<file path="config.mk">
export PLATFORM = sky130hd
export DESIGN_NAME = amiga_clk_ctrl
export DESIGN_NICKNAME = d
export VERILOG_FILES = /design/src/rtl/amiga_clk_ctrl_pkg.sv /design/src/rtl/amiga_clk_ctrl_sync2.sv /design/src/rtl/amiga_clk_ctrl.sv
export SDC_FILE = /design/constraint.sdc
export NUM_CORES = 1
export LEC_CHECK = 0
export ABC_AREA = 1
export BUFFER_PORTS_ARGS = -buffer_cell sky130_fd_sc_hd__buf_2
export CORE_UTILIZATION = 43
export CTS_BUF_LIST = sky130_fd_sc_hd__clkbuf_4 sky130_fd_sc_hd__clkbuf_8
export DETAILED_ROUTE_END_ITERATION = 7
export GPL_ROUTABILITY_DRIVEN = 0
export MAX_ROUTING_LAYER = met4
export PLACE_DENSITY = 0.71
export SLEW_MARGIN = 20
export SYNTH_ARGS = -nofsm -noshare
export SYNTH_HDL_FRONTEND = slang
export SYNTH_SLANG_ARGS = --single-unit
</file>
<file path="constraint.sdc">
create_clock -name clk -period 1.55 [get_ports clk]
set_input_delay 0.155 -clock clk [delete_from_list [all_inputs] [get_ports clk]]
set_output_delay 0.155 -clock clk [all_outputs]
set_load 0.005 [all_outputs]
</file>
<file path="src/rtl/amiga_clk_ctrl_pkg.sv">
// Shared definitions for the chipset clock sequencer: FSM states,
// phase-decode constants and E-clock constants.
// Optional E-clock generation is selected with AMIGA_CLK_ECLK_EN.
package amiga_clk_ctrl_pkg;

    typedef enum logic [1:0] {
        S_WAIT   = 2'd0,
        S_STABLE = 2'd1,
        S_RUN    = 2'd2
    } clk_state_e;

    // ph[1:0] values that mark the 7 MHz rising/falling enables
    localparam logic [1:0] PH_CLK7    = 2'd3;
    localparam logic [1:0] PH_CLK7N   = 2'd1;

    // E-clock: 10 CCK periods, high for the last 4 (ecnt 6..9)
    localparam logic [3:0] E_LEN      = 4'd10;
    localparam logic [3:0] E_HI_START = 4'd6;

endpackage

</file>
<file path="src/rtl/amiga_clk_ctrl_sync2.sv">
// Two-flop synchronizer with synchronous active-low reset, used to bring
// the asynchronous MMCM lock indication into the chipset clock domain.
module amiga_sync2 (
    input  logic clk_i,
    input  logic rst_ni,
    input  logic d_i,
    output logic q_o
);

    logic meta_q;
    logic sync_q;

    // Two-stage capture; reset clears both stages
    always_ff @(posedge clk_i) begin
        if (!rst_ni) begin
            meta_q <= 1'b0;
            sync_q <= 1'b0;
        end else begin
            meta_q <= d_i;
            sync_q <= meta_q;
        end
    end

    assign q_o = sync_q;

endmodule

</file>
<file path="src/rtl/amiga_clk_ctrl.sv">
// Chipset clock sequencer: synchronizes MMCM lock, holds system reset until
// lock has been stable for LOCK_CYCLES, then derives the 7 MHz enables,
// CCK, C1/C3 and (with AMIGA_CLK_ECLK_EN defined) the E-clock.
module amiga_clk_ctrl
    import amiga_clk_ctrl_pkg::*;
#(
    parameter int unsigned LOCK_CYCLES = 1024,
    parameter int unsigned CNT_W       = 11
) (
    input  logic clk,
    input  logic reset_n,
    input  logic locked,
    output logic sys_rst_n,
    output logic running,
    output logic clk7_en,
    output logic clk7n_en,
    output logic cck,
    output logic c1,
    output logic c3,
    output logic eclk,
    output logic eclk_rise
);

    localparam logic [CNT_W-1:0] STAB_TERM = CNT_W'(LOCK_CYCLES - 1);

    logic             locked_s;
    clk_state_e       state_q, state_d;
    logic [CNT_W-1:0] stab_cnt_q, stab_cnt_d;
    logic [2:0]       ph_q, ph_d;
    logic             run;

    amiga_sync2 u_lock_sync (
        .clk_i  (clk),
        .rst_ni (reset_n),
        .d_i    (locked),
        .q_o    (locked_s)
    );

`ifdef AMIGA_CLK_ECLK_EN
    logic [3:0] ecnt_q, ecnt_d;

    // E-clock divider register
    always_ff @(posedge clk) begin
        if (!reset_n) ecnt_q <= '0;
        else          ecnt_q <= ecnt_d;
    end
`endif

    // Sequencer state, stability counter and phase register
    always_ff @(posedge clk) begin
        if (!reset_n) begin
            state_q    <= S_WAIT;
            stab_cnt_q <= '0;
            ph_q       <= '0;
        end else begin
            state_q    <= state_d;
            stab_cnt_q <= stab_cnt_d;
            ph_q       <= ph_d;
        end
    end

    // Next-state logic; lock loss wins over the stability terminal count
    always_comb begin
        state_d    = state_q;
        stab_cnt_d = stab_cnt_q;
        ph_d       = ph_q;
`ifdef AMIGA_CLK_ECLK_EN
        ecnt_d     = ecnt_q;
`endif
        case (state_q)
            S_WAIT: begin
                if (locked_s) begin
                    state_d    = S_STABLE;
                    stab_cnt_d = '0;
                end
            end
            S_STABLE: begin
                stab_cnt_d = stab_cnt_q + 1'b1;
                if (!locked_s) begin
                    state_d = S_WAIT;
                end else if (stab_cnt_q == STAB_TERM) begin
                    state_d = S_RUN;
                    ph_d    = '0;
`ifdef AMIGA_CLK_ECLK_EN
                    ecnt_d  = '0;
`endif
                end
            end
            S_RUN: begin
                // Phase and E-count freeze on lock loss; re-entry clears them
                if (!locked_s) begin
                    state_d = S_WAIT;
                end else begin
                    ph_d = ph_q + 3'd1;
`ifdef AMIGA_CLK_ECLK_EN
                    if (ph_q == 3'd7)
                        ecnt_d = (ecnt_q == E_LEN - 4'd1) ? '0 : ecnt_q + 4'd1;
`endif
                end
            end
            default: state_d = S_WAIT;
        endcase
    end

    // Output decode from registered state and phase, gated by RUN
    always_comb begin
        run       = (state_q == S_RUN);
        sys_rst_n = run;
        running   = run;
        clk7_en   = run && (ph_q[1:0] == PH_CLK7);
        clk7n_en  = run && (ph_q[1:0] == PH_CLK7N);
        cck       = run && (ph_q <= 3'd3);
        c1        = run && (ph_q >= 3'd2) && (ph_q <= 3'd5);
        c3        = run && ((ph_q <= 3'd1) || (ph_q >= 3'd6));
`ifdef AMIGA_CLK_ECLK_EN
        eclk      = run && (ecnt_q >= E_HI_START);
        eclk_rise = run && (ph_q == 3'd7) && (ecnt_q == E_HI_START - 4'd1);
`else
        eclk      = 1'b0;
        eclk_rise = 1'b0;
`endif
    end

endmodule
</file>
======== Yosys cells after proc, flatten, opt, wreduce, memory -nomap -nowiden ========
Index checks and enable logic that the tools add are counted.
storage, ports and cells
  memories ................................ 0
  flip-flop bits (word level) ............. 18
  latch bits .............................. 0
  logic and storage cells ................. 47
  input port bits ......................... 3
  bits in read-only memories .............. 0
  RAM bits ................................ 0
operators by class
  $mul .................................... 0
  bitwise gates (word level) .............. 0
  reductions and logical operators ........ 13
  multiplexer cells ....................... 11
  equal/unequal tests ..................... 11
  $lt $le $gt $ge ......................... 5
  shifts and indexed selects .............. 0
  add/sub/neg operators ................... 2
  divide/modulo/power cells ............... 0
operator list
  kind                                                               number
  one-hot mux 11 bit (2 select lines)                                1
  adder 11 x 1 -> 11 bit, second input constant                      1
  == test 11 x 10 -> 1 bit, second input constant                    1
  two-way mux 11 bit                                                 1
  two-way mux 3 bit                                                  3
  two-way mux 2 bit                                                  4
  logical AND 1 bit                                                  6
  inequality test 2 x 1 -> 1 bit, second input constant              3
  one-hot mux 2 bit (3 select lines)                                 1
  one-hot mux 3 bit (2 select lines)                                 1
  == test 2 x 1 -> 1 bit, second input constant                      2
  == test 2 bit, second input constant                               2
  inequality test 2 bit, second input constant                       2
  AND reduction 4 bit                                                1
  nonzero test 2 bit                                                 2
  adder 3 x 1 -> 3 bit, second input constant                        1
  greater-or-equal comparator 3 x 2 -> 1 bit, second input constant  1
  greater-or-equal comparator 3 bit, second input constant           1
  <= comparator 3 x 1 -> 1 bit, second input constant                1
  <= comparator 3 x 2 -> 1 bit, second input constant                1
  <= comparator 3 bit, second input constant                         1
  inequality test 3 bit, second input constant                       1
  AND reduction 3 bit                                                1
  zero test 2 bit                                                    1
  other kinds (2)                                                    2

======== Logic depth before layout (Yosys ltp) ========
Gate-level depths: netlist (run 1).
  depth after elaboration ................. 4
  gate-level depth with buffers ........... 8
  depth with buffers taken out ............ 8

======== Cells and area by module ========
Synthesis (run 1) repeated with hierarchy kept, for this count alone.
second synthesis, totals
  cell total of the unflattened synthesis .. 144
  area, all modules ....................... 963.4 µm²
modules (own cells, without submodules)
  module          instances  area an instance (µm²)  cells an instance
  amiga_clk_ctrl  1          908.4                   138
  amiga_sync2     1          55.1                    6

======== Worst setup path before layout (run 1) ========
OpenSTA, ideal clock, no wires.
  path kind ............................... register to register
  start ................................... register stab_cnt_q[0]
  end ..................................... register ph_q[0]
  library setup time ...................... 0.116 ns
  path buffers ............................ 0
  slack ................................... 0.313 ns
  cell stages (with the launch flop) ...... 9
  arrival ................................. 1.121 ns
  path through ............................ dfxtp_1 -> ha_1 -> nand2_1 -> nor2_4 -> nand3_1 -> nand2_2 -> nand3_1 -> nand2_1 -> nor2_2
on the way
  longest elaborated chain between the ends .. 3
ends and longest elaborated chain
  item                                    RTL line              RTL
  from (decl)                             amiga_clk_ctrl.sv:28  logic [CNT_W-1:0] stab_cnt_q, stab_cnt_d;
  from (signal assigned)                  amiga_clk_ctrl.sv:57  stab_cnt_q <= stab_cnt_d;
  == test 11 x 10 -> 1 bit                amiga_clk_ctrl.sv:81  end else if (stab_cnt_q == STAB_TERM) begin
  inequality test 2 bit (no source line)  n/a
  AND reduction 4 bit (no source line)    n/a
  to (signal assigned)                    amiga_clk_ctrl.sv:58  ph_q <= ph_d;
  to (decl)                               amiga_clk_ctrl.sv:29  logic [2:0] ph_q, ph_d;
No other way between the ends.
A chain may end at the register's enable or synchronous reset.

======== Final worst setup path (run 1) ========
  start ................................... register ph_q[1]
  end ..................................... output cck
on the way
  longest elaborated chain between the ends .. 2
ends and longest elaborated chain
  item                          RTL line               RTL
  <= comparator 3 x 2 -> 1 bit  amiga_clk_ctrl.sv:112  cck = run && (ph_q <= 3'd3);
  logical AND 1 bit             amiga_clk_ctrl.sv:112
  to (decl)                     amiga_clk_ctrl.sv:17   output logic cck,
No other way between the ends.

==> qor.yml, run 1 <==
worst_hold_path:
  worstHoldStart: "locked"
  min_path_type: "input pin to flop"
sta:
  hold-worst-slack_ns: 0.0336
  clock_skew_ns: 0.00842
  hold_violations: 0
  max_freq_mhz: 679
  finalSetupViolCount: 0
  finalCritPeriodShare_pct: 95.0
  fin_tns_setup_ns: 0
  final-max-slew-violation-count: 0
  min_period_ns: 1.47
  grt_setup_unrepaired: "false"
logic_synthesis:
  synth_top_area_cell: "dfxtp_1"
  synth-xor-area-share_pct: 0
  ys_types: 21
  synth_top_area_share_pct: 35.0
  yosys.area_share.simple_pct: 31.5
  synth_top_family_by_area: "simple AND/OR/NAND/NOR gates"
  syn-cell-area_sq_um: 1030
  yosys_warnings: 0
  syn_inst: 147
  synth_compound_area_share_pct: 14.0
  netlist_top_cells_area: "dfxtp_1, nand2_1, ha_1"
  synth_fa_ha_area_share_pct: 8.52
  muxShareOfSynthArea_pct: 0
  ys_ff_latch: 18
  ys_seq_area_share_pct: 35.0
  syn_avg_cell_area_sq_um: 7.00
routing:
  antenna_left: 0
  initialDrtViolationCount: 13
  vias: 912
  wl_per_cell_um: 10.4
  dr.pass1.iters: 4
  drt_wl_total_mm: 1.92
  vias_per_cell: 4.93
  drc_errors: 0
die:
  die_area_sq_um: 2590
  chipWidth_um: 50.9
  rows: 17
  start_util_pct: 46.1
  fp.dieH_um: 50.9
  coreArea_sq_um: 2230
  ios: 12
setup_path:
  cp-end-kind: "output pin"
  start_kind: "flop"
  cp.required_ns: 1.39
  crit_start: "ph_q[1]$_SDFFE_PN0P_"
  path_cells: "ha_2, ha_1, a21oi_1, nor2_1, buf_2"
  crit_path_max_incr_delay_ns: 0.38
  critical_path.slowest_cell: "dfxtp_4"
  crit_type: "flop to output pin"
  critPathMaxFanout: 5
  critPathArrivalTime_ns: 1.32
  rr_startpoint: "stab_cnt_q[0]$_SDFFE_PN0P_"
global_routing:
  gr-total-overflow: 0
  grtUsageMet1_pct: 21.6
  antenna_found_initial: 0
  grt.busiest_layer: "met2"
  first_global_vias: 822
  grt_pass1_wl_mm: 3.37
  met3_usage_pct: 5.36
  grtUsageMet2_pct: 28.9
  grt_max_degree: 15
  track_usage_pct: 17.8
place:
  port_buffers: 9
  place_hpwl_mm: 1.38
finish:
  final_cell_mix: "nand2_1, inv_1, nor2_1, a21oi_1, dfxtp_1"
  nNetsFinal: 168
  area_growth_pct: 9.37
  diodes: 0
  layout_commonest_cell: "nand2_1"
  drive_above_1_share_pct: 19.1
clock_network:
  numCtsBuffers: 3
  ctsHoldBuffers: 0
  clock-root-buffer: "clkbuf_4"
  clk_pin_slew_ns: 0.11
  cts_buffer_depth: 2
  cts_num_sinks: 18
  insertion_delay_ns: 0.30
  h-tree-depth: 1
  cts_tree: "done"
run_status:
  outcome: "finished, final reports clean"
flow_run:
  cap_violations: 0
power:
  p_per_area_nw_per_um2: 734
  leakage_nw: 0.453
  power.ir.vdd_worst_uv: 712
==> logic make-up (layout without fill, tap and decap cells) <==
kind of cell	count (synthesis)	in the layout
compound gates	26	26
fa+ha+maj	7	7
simple gates	72	72
flops	18	18
buf+inv	23	32
other cells	1	2
==> stage by stage <==
| step | power [W] | setup slack [ns] | std cells | area (sq um) | utilization, % |
|---|---|---|---|---|---|
| floorplan | 0.000529 | 0.313 | 148 | 1030 | - |
| global placement | 0.000535 | 0.219 | 181 | 1080 | 48.3 |
| detailed placement | 0.000537 | 0.177 | 181 | 1080 | 48.3 |
| CTS | 0.000834 | 0.0174 | 185 | 1110 | 49.9 |
| global route | 0.000862 | 0.0164 | 185 | 1120 | 50.4 |
| finish | 0.000826 | 0.0769 | 185 | 1120 | 50.4 |
==> cell usage after synthesis, drive strengths merged <==
| library cell | n |
|---|---|
| a21boi | 1 |
| a21oi | 17 |
| buf | 5 |
| conb | 1 |
| dfxtp | 18 |
| ha | 7 |
| inv | 18 |
| nand2 | 34 |
| nand3 | 8 |
| nand4 | 1 |
| nor2 | 23 |
| nor3 | 3 |
| o21ai | 8 |
| or2 | 3 |
==> worst max-delay path: cells and delay by family (launching register included) <==
| kind | cells | cell delay (ns) |
|---|---|---|
| DFF | 1 | 0.38 |
| adders and majority gates | 2 | 0.34 |
| AOI/OAI and AO/OA | 1 | 0.12 |
| buffers and inverters | 1 | 0.12 |
| and+or+nand+nor | 1 | 0.05 |
==> metal layers <==
layer  up-vias  wire length, um  share of wire, %
met2         9              899                47
met5         -                0                 0
met3         2               55               2.9
met1       413              950                49
li1        488                -                 -
met4         0               14              0.73
==> registers in the layout, summed over array words and instances (netlist names) <==
name	cells
stab_cnt_q	11
u_lock_sync.meta_q	1
ph_q	3
u_lock_sync.q_o	1
state_q	2
==> layout make-up <==
class                      instances  area (sq um)
tap                               28          35.0
inverter                          18          67.6
clock buffer                       4          36.3
sequential                        18           368
fill                             239          1110
multi-input combinational        107           566
timing repair buffer              10          52.6
==> path summary, 6_finish.rpt <==
check / end / slack (ns) / depth (start not counted)
max reg2reg: ph_q[2]$_SDFFE_PN0P_ / 0.17 / 8
max: cck / 0.08 / 5
min: u_lock_sync.meta_q$_SDFF_PN0_ / 0.03 / 3
min reg2reg: u_lock_sync.q_o$_SDFF_PN0_ / 0.43 / 2
==> report_power, final <==
group	internal (W)	switching (W)
Clock	0.000143	0.000157
Combinational	0.0000162	0.0000367
Sequential	0.000467	0.00000528
Total	0.000627	0.000199
==> what timing repair did <==
item                                    in CTS  in global routing
endpoints found under the setup margin       0                  3
setup buffers                                0                  0
resized for setup                            0                  6
(Power assumes the default switching activity.)
==> run 2, diff against run 1 <==
Settings changed: CORE_MARGIN set to 5, CORE_UTILIZATION 43 to 35, GPL_TIMING_DRIVEN set to 0, PLACE_DENSITY 0.71 to 0.61.
==> run 2 against run 1 <==
  * Non-clock buffer count rose by 4
  * Final cell count rose by 3.2%
  * Utilization shrank 9.3 points
  * Via count fell by 0.22%
  * Setup slack better by 0.0025 ns
==> qor.yml, run 2 (synthesis gave the netlist of run 1 again) <==
place:
  port_buffers: 9  # unchanged
  place_hpwl_mm: 1.53  # +11%
  place_ws_ns: 0.135  # -0.0414 ns
die:
  ios: 12  # unchanged
  rows: 19  # +2
  die_area_sq_um: 4120  # +59%
  coreArea_sq_um: 2780  # +25%
  chipWidth_um: 64.2  # +26%
  fp.dieH_um: 64.2  # +26%
  start_util_pct: 37.0  # -9.1 points
sta:
  hold_violations: 0  # unchanged
  min_period_ns: 1.47  # -0.00252 ns
  grt_setup_unrepaired: "false"
  fin_tns_setup_ns: 0  # unchanged
  final-max-slew-violation-count: 0  # unchanged
  setup_ws_ns: 0.0794  # +0.00252 ns
  clock_skew_ns: 0.00863  # +0.000207 ns
  hold-worst-slack_ns: 0.0449  # +0.0113 ns
  finalSetupViolCount: 0  # unchanged
  max_freq_mhz: 680  # +0.17%
  finalCritPeriodShare_pct: 94.9  # -0.16 points
routing:
  drt_wl_total_mm: 1.93  # +0.47%
  drc_errors: 0  # unchanged
  vias: 910  # -0.22%
  initialDrtViolationCount: 16  # +3
  dr.pass1.iters: 4  # unchanged
  vias_per_cell: 4.76  # -3.4%
  wl_per_cell_um: 10.1  # -2.7%
  antenna_left: 0  # unchanged
finish:
  finish.utilization_pct: 41.1  # -9.3 points
  largestRegisters: "stab_cnt_q x11, ph_q x3, state_q x2"
  nNetsFinal: 172  # +2.4%
  diodes: 0  # unchanged
  layout_commonest_cell: "nand2_1"
  drive_above_1_share_pct: 19.4  # +0.27 points
  area_growth_pct: 11.1
  final_cell_mix: "nand2_1, inv_1, nor2_1, a21oi_1, dfxtp_1"
  top_register: "stab_cnt_q"
  largest_reg_flops: 11  # unchanged
clock_network:
  cts_tree: "done"
  cts_num_sinks: 18  # unchanged
  clk_pin_slew_ns: 0.10  # about the same
  cts_buffer_depth: 2  # unchanged
  numCtsBuffers: 3  # unchanged
  clock-root-buffer: "clkbuf_4"
  insertion_delay_ns: 0.29  # about the same
  ctsHoldBuffers: 0  # unchanged
  cts_setup_buffers: 0  # unchanged
  h-tree-depth: 1  # unchanged
global_routing:
  first_global_vias: 874  # +6.3%
  grt_pass1_wl_mm: 3.61  # +6.9%
  antenna_found_initial: 0  # unchanged
  track_usage_pct: 10.9  # -6.9 points
  gr-total-overflow: 0  # unchanged
  grt_max_degree: 11  # -4
run_status:
  outcome: "finished, final reports clean"
flow_run:
  cap_violations: 0  # unchanged
setup_path:
  start_kind: "flop"
  crit_type: "flop to output pin"
  cp-end-kind: "output pin"
  cp_common_cell: "ha_1"
  path_cells: "ha_1, ha_1, a21oi_1, nor2_1, buf_2"
  critPathMaxFanout: 5  # unchanged
  path_delay_family: "adder cells"
  crit_path_max_incr_delay_ns: 0.36  # -0.02 ns
  crit_buf_inv: 1  # unchanged
  cp.required_ns: 1.39  # about the same
  critical_path.slowest_cell: "dfxtp_2"
  r2r_slack_ns: 0.14  # -0.03 ns
  critPathArrivalTime_ns: 1.32  # about the same
power:
  power.ir.vdd_worst_uv: 745  # +4.7%
  leakage_nw: 0.470  # +3.9%
  p_per_area_nw_per_um2: 668  # -9.0%
worst_hold_path:
  min_path_type: "input pin to flop"
## run 2: cell count changes in the layout (fill, tap and decap cells not counted), sizes merged
| cell | change |
|---|---|
| clkbuf | -1 |
| buf | +4 |
## run 2: final timing paths
kind,cells after the start,startpoint,to
max,5,ph_q[0]$_SDFFE_PN0P_,cck
min,3,locked,u_lock_sync.meta_q$_SDFF_PN0_
max reg2reg,8,stab_cnt_q[1]$_SDFFE_PN0P_,ph_q[1]$_SDFFE_PN0P_
min reg2reg,2,u_lock_sync.meta_q$_SDFF_PN0_,u_lock_sync.q_o$_SDFF_PN0_
## run 2: power breakdown
part,total (W),internal (W),switching [W]
sequential,0.000474,0.000469,0.00000544
clock,0.000229,0.0000903,0.000138
combinational,0.0000598,0.0000221,0.0000377
## run 2: per-stage QoR
stage / power (W) / instances / instance area (sq um)
2_1_floorplan: 0.000529 / 148 / 1030
3_3_place_gp: 0.000543 / 188 / 1120
3_5_place_dp: 0.000546 / 188 / 1120
4_1_cts: 0.000777 / 191 / 1140
5_1_grt: 0.000812 / 191 / 1140
6_report: 0.000763 / 191 / 1140
## run 2: routing by layer
metal	GRT usage [%]	vias to the layer above	share of wire (%)
met3	4.03	2	4.6
met2	17.2	14	46
met1	13.2	407	49
met5	-	-	0
li1	-	487	-
met4	2.80	0	0.62
## run 2: timing repair
action / CTS / global route
resized for setup: 0 / 3
setup endpoints to repair: 0 / 5
endpoints found under the hold margin: 0 / 0
## run 2: worst min-delay path: cells and delay by family
kind	cells	cell delay (ns)
buffers and inverters	2	0.11
and+or+nand+nor	1	0.04
## run 2: area by class of cell
type,count,area (sq um)
Fill cell,303,1640
Multi-Input combinational cell,107,563
Sequential cell,18,364
Inverter,18,67.6
Timing Repair Buffer,9,45.0
Buffer,5,41.3
Tap cell,31,38.8
Clock buffer,3,22.5
==> run 3, diff against run 2 <==
Settings changed: CORE_UTILIZATION 35 to 40, PLACE_DENSITY 0.61 to 0.67.
==> run 3 against run 2 <==
  * Worst hold slack worse by 0.017 ns
  * Flip-flop and latch count unchanged
  * Critical path depth is the same
  * Clock power increased by 30%
  * First-iteration DRC count rose to 3.3 times the previous value
  * Sequential power barely moved
  * Design area rose by 3.6%
  * Via count increased by 1.3%
  * Critical path type unchanged
  * Largest power group unchanged
==> qor.yml, run 3 (synthesis gave the netlist of run 1 again) <==
power:
  p_clk_share_pct: 35.9  # +5.9 points
  p_per_area_nw_per_um2: 702  # +5.2%
  p_switching_w: 0.000199  # +9.8%
  p_int_w: 0.000632  # +8.8%
  leakage_nw: 0.485  # +3.1%
  p_seq_share_pct: 56.6  # -5.6 points
  power.ir.vdd_worst_uv: 476  # -36%
  power.total_w: 0.000831  # +9.0%
  pwr-share-comb_pct: 7.5  # -0.3 points
  netSwitchingFraction_pct: 23.9  # +0.17 points
die:
  rows: 18  # -1
  coreArea_sq_um: 2480  # -11%
  die_area_sq_um: 3690  # -11%
  fp.dieH_um: 60.7  # -5.5%
  chipWidth_um: 60.7  # -5.5%
  ios: 12  # unchanged
  start_util_pct: 41.5  # +4.5 points
setup_path:
  critical_path.slowest_cell: "dfxtp_4"
  critPathMaxFanout: 3  # -2
  critPathArrivalTime_ns: 1.31  # about the same
  start_kind: "flop"
  cp-end-kind: "output pin"
  cp.required_ns: 1.39  # about the same
  crit_buf_inv: 1  # unchanged
  crit_type: "flop to output pin"
  path_delay_family: "flip-flops"
  path_cells: "ha_2, ha_2, a21oi_2, nor2_1, buf_2"
  crit_path_max_incr_delay_ns: 0.36  # about the same
  cp_common_cell: "ha_2"
global_routing:
  track_usage_pct: 12.8  # +1.9 points
  first_global_vias: 819  # -6.3%
  grt_pass1_wl_mm: 3.48  # -3.6%
  grt_max_degree: 11  # unchanged
  antenna_found_initial: 0  # unchanged
  gr-total-overflow: 0  # unchanged
finish:
  nNetsFinal: 174  # +1.2%
  num-fill-cells: 258  # -15%
  layout_commonest_cell: "nand2_1"
  largestRegisters: "stab_cnt_q x11, ph_q x3, state_q x2"
  top_register: "stab_cnt_q"
  drive_above_1_share_pct: 23.3  # +3.9 points
  finish.utilization_pct: 47.8  # +6.7 points
  diodes: 0  # unchanged
  area_growth_pct: 15.1
  largest_reg_flops: 11  # unchanged
  final_cell_mix: "nand2_1, nor2_1, inv_1, a21oi_1, dfxtp_1"
clock_network:
  cts_buffer_depth: 2  # unchanged
  numCtsBuffers: 3  # unchanged
  h-tree-depth: 1  # unchanged
  cts_num_sinks: 18  # unchanged
  clk_pin_slew_ns: 0.11  # about the same
  clock-root-buffer: "clkbuf_4"
  cts_tree: "done"
  ctsHoldBuffers: 0  # unchanged
  insertion_delay_ns: 0.30  # about the same
sta:
  finalCritPeriodShare_pct: 94.7  # -0.16 points
  max_freq_mhz: 681  # +0.17%
  grt_setup_unrepaired: "false"
  finalSetupViolCount: 0  # unchanged
  final-max-slew-violation-count: 0  # unchanged
  hold_violations: 0  # unchanged
  fin_tns_setup_ns: 0  # unchanged
  hold-worst-slack_ns: 0.0279  # -0.0170 ns
  min_period_ns: 1.47  # -0.00253 ns
  clock_skew_ns: 0.00642  # -0.00221 ns
routing:
  initialDrtViolationCount: 52  # +36
  vias_per_cell: 4.78  # +0.27%
  antenna_left: 0  # unchanged
  dr.pass1.iters: 4  # unchanged
  drc_errors: 0  # unchanged
  drt_wl_total_mm: 2.09  # +8.1%
  vias: 922  # +1.3%
  wl_per_cell_um: 10.8  # +7.0%
run_status:
  outcome: "finished, final reports clean"
flow_run:
  cap_violations: 0  # unchanged
place:
  port_buffers: 9  # unchanged
  place_hpwl_mm: 1.53  # about the same
worst_hold_path:
  min_path_type: "input pin to flop"
-- run 3: cell count changes in the layout (fill, tap and decap cells not counted), moves of 2 or more --
| cell | previous run | this run |
|---|---|---|
| buf_4 | 4 | 6 |
| dfxtp_2 | 3 | 1 |
| dfxtp_4 | 0 | 2 |
| ha_1 | 7 | 5 |
| ha_2 | 0 | 2 |
-- run 3: power groups by stage --
stage | clock [W] | combinational [W] | sequential (W)
after floorplan | 0 | 0.0000456 | 0.000484
after global placement | 0 | 0.0000584 | 0.000484
after detailed placement | 0 | 0.0000604 | 0.000485
after CTS | 0.000306 | 0.0000610 | 0.000474
after global routing | 0.000326 | 0.0000694 | 0.000472
final | 0.000298 | 0.0000624 | 0.000471
-- run 3: worst min-delay path, delay by kind of cell --
| family | cells | cell delay, ns |
|---|---|---|
| simple gates | 1 | 0.04 |
| buf+inv | 2 | 0.11 |
-- run 3: through the flow --
| step | std cells | setup slack, ns | cell area (sq um) |
|---|---|---|---|
| after detailed placement | 187 | 0.176 | 1110 |
| after floorplan | 148 | 0.313 | 1030 |
| after global routing | 193 | 0.00959 | 1180 |
| final | 193 | 0.0820 | 1180 |
| after global placement | 187 | 0.181 | 1110 |
| after CTS | 191 | 0.00728 | 1160 |
-- run 3: path summary, 6_finish.rpt --
kind | start | end | slack (ns) | depth (start not counted)
hold reg to reg | u_lock_sync.meta_q$_SDFF_PN0_ | u_lock_sync.q_o$_SDFF_PN0_ | 0.42 | 2
setup reg to reg | stab_cnt_q[0]$_SDFFE_PN0P_ | ph_q[2]$_SDFFE_PN0P_ | 0.16 | 8
hold / removal | locked | u_lock_sync.meta_q$_SDFF_PN0_ | 0.03 | 3
setup / recovery | ph_q[0]$_SDFFE_PN0P_ | cck | 0.08 | 5
-- run 3: final cells by class --
type | instances | area [sq um] | area share (%)
sequential | 18 | 369 | 31.2
inverter | 18 | 67.6 | 5.71
timing repair buffer | 11 | 60.1 | 5.07
clock buffer | 4 | 36.3 | 3.07
multi-input combinational | 107 | 572 | 48.3
buffer | 5 | 41.3 | 3.49
tap | 30 | 37.5 | 3.17
-- run 3: what timing repair did --
action                                  CTS  global route
endpoints found under the setup margin    1             2
setup buffers                             0             2
gates resized for setup                   3             6
-- run 3: per-layer routing --
layer  GRT usage, %  part of all wire (%)
met1           15.7                    47
met2           20.8                    48
met3           3.83                   4.7
met4           2.79                  0.43
met5              -                     0
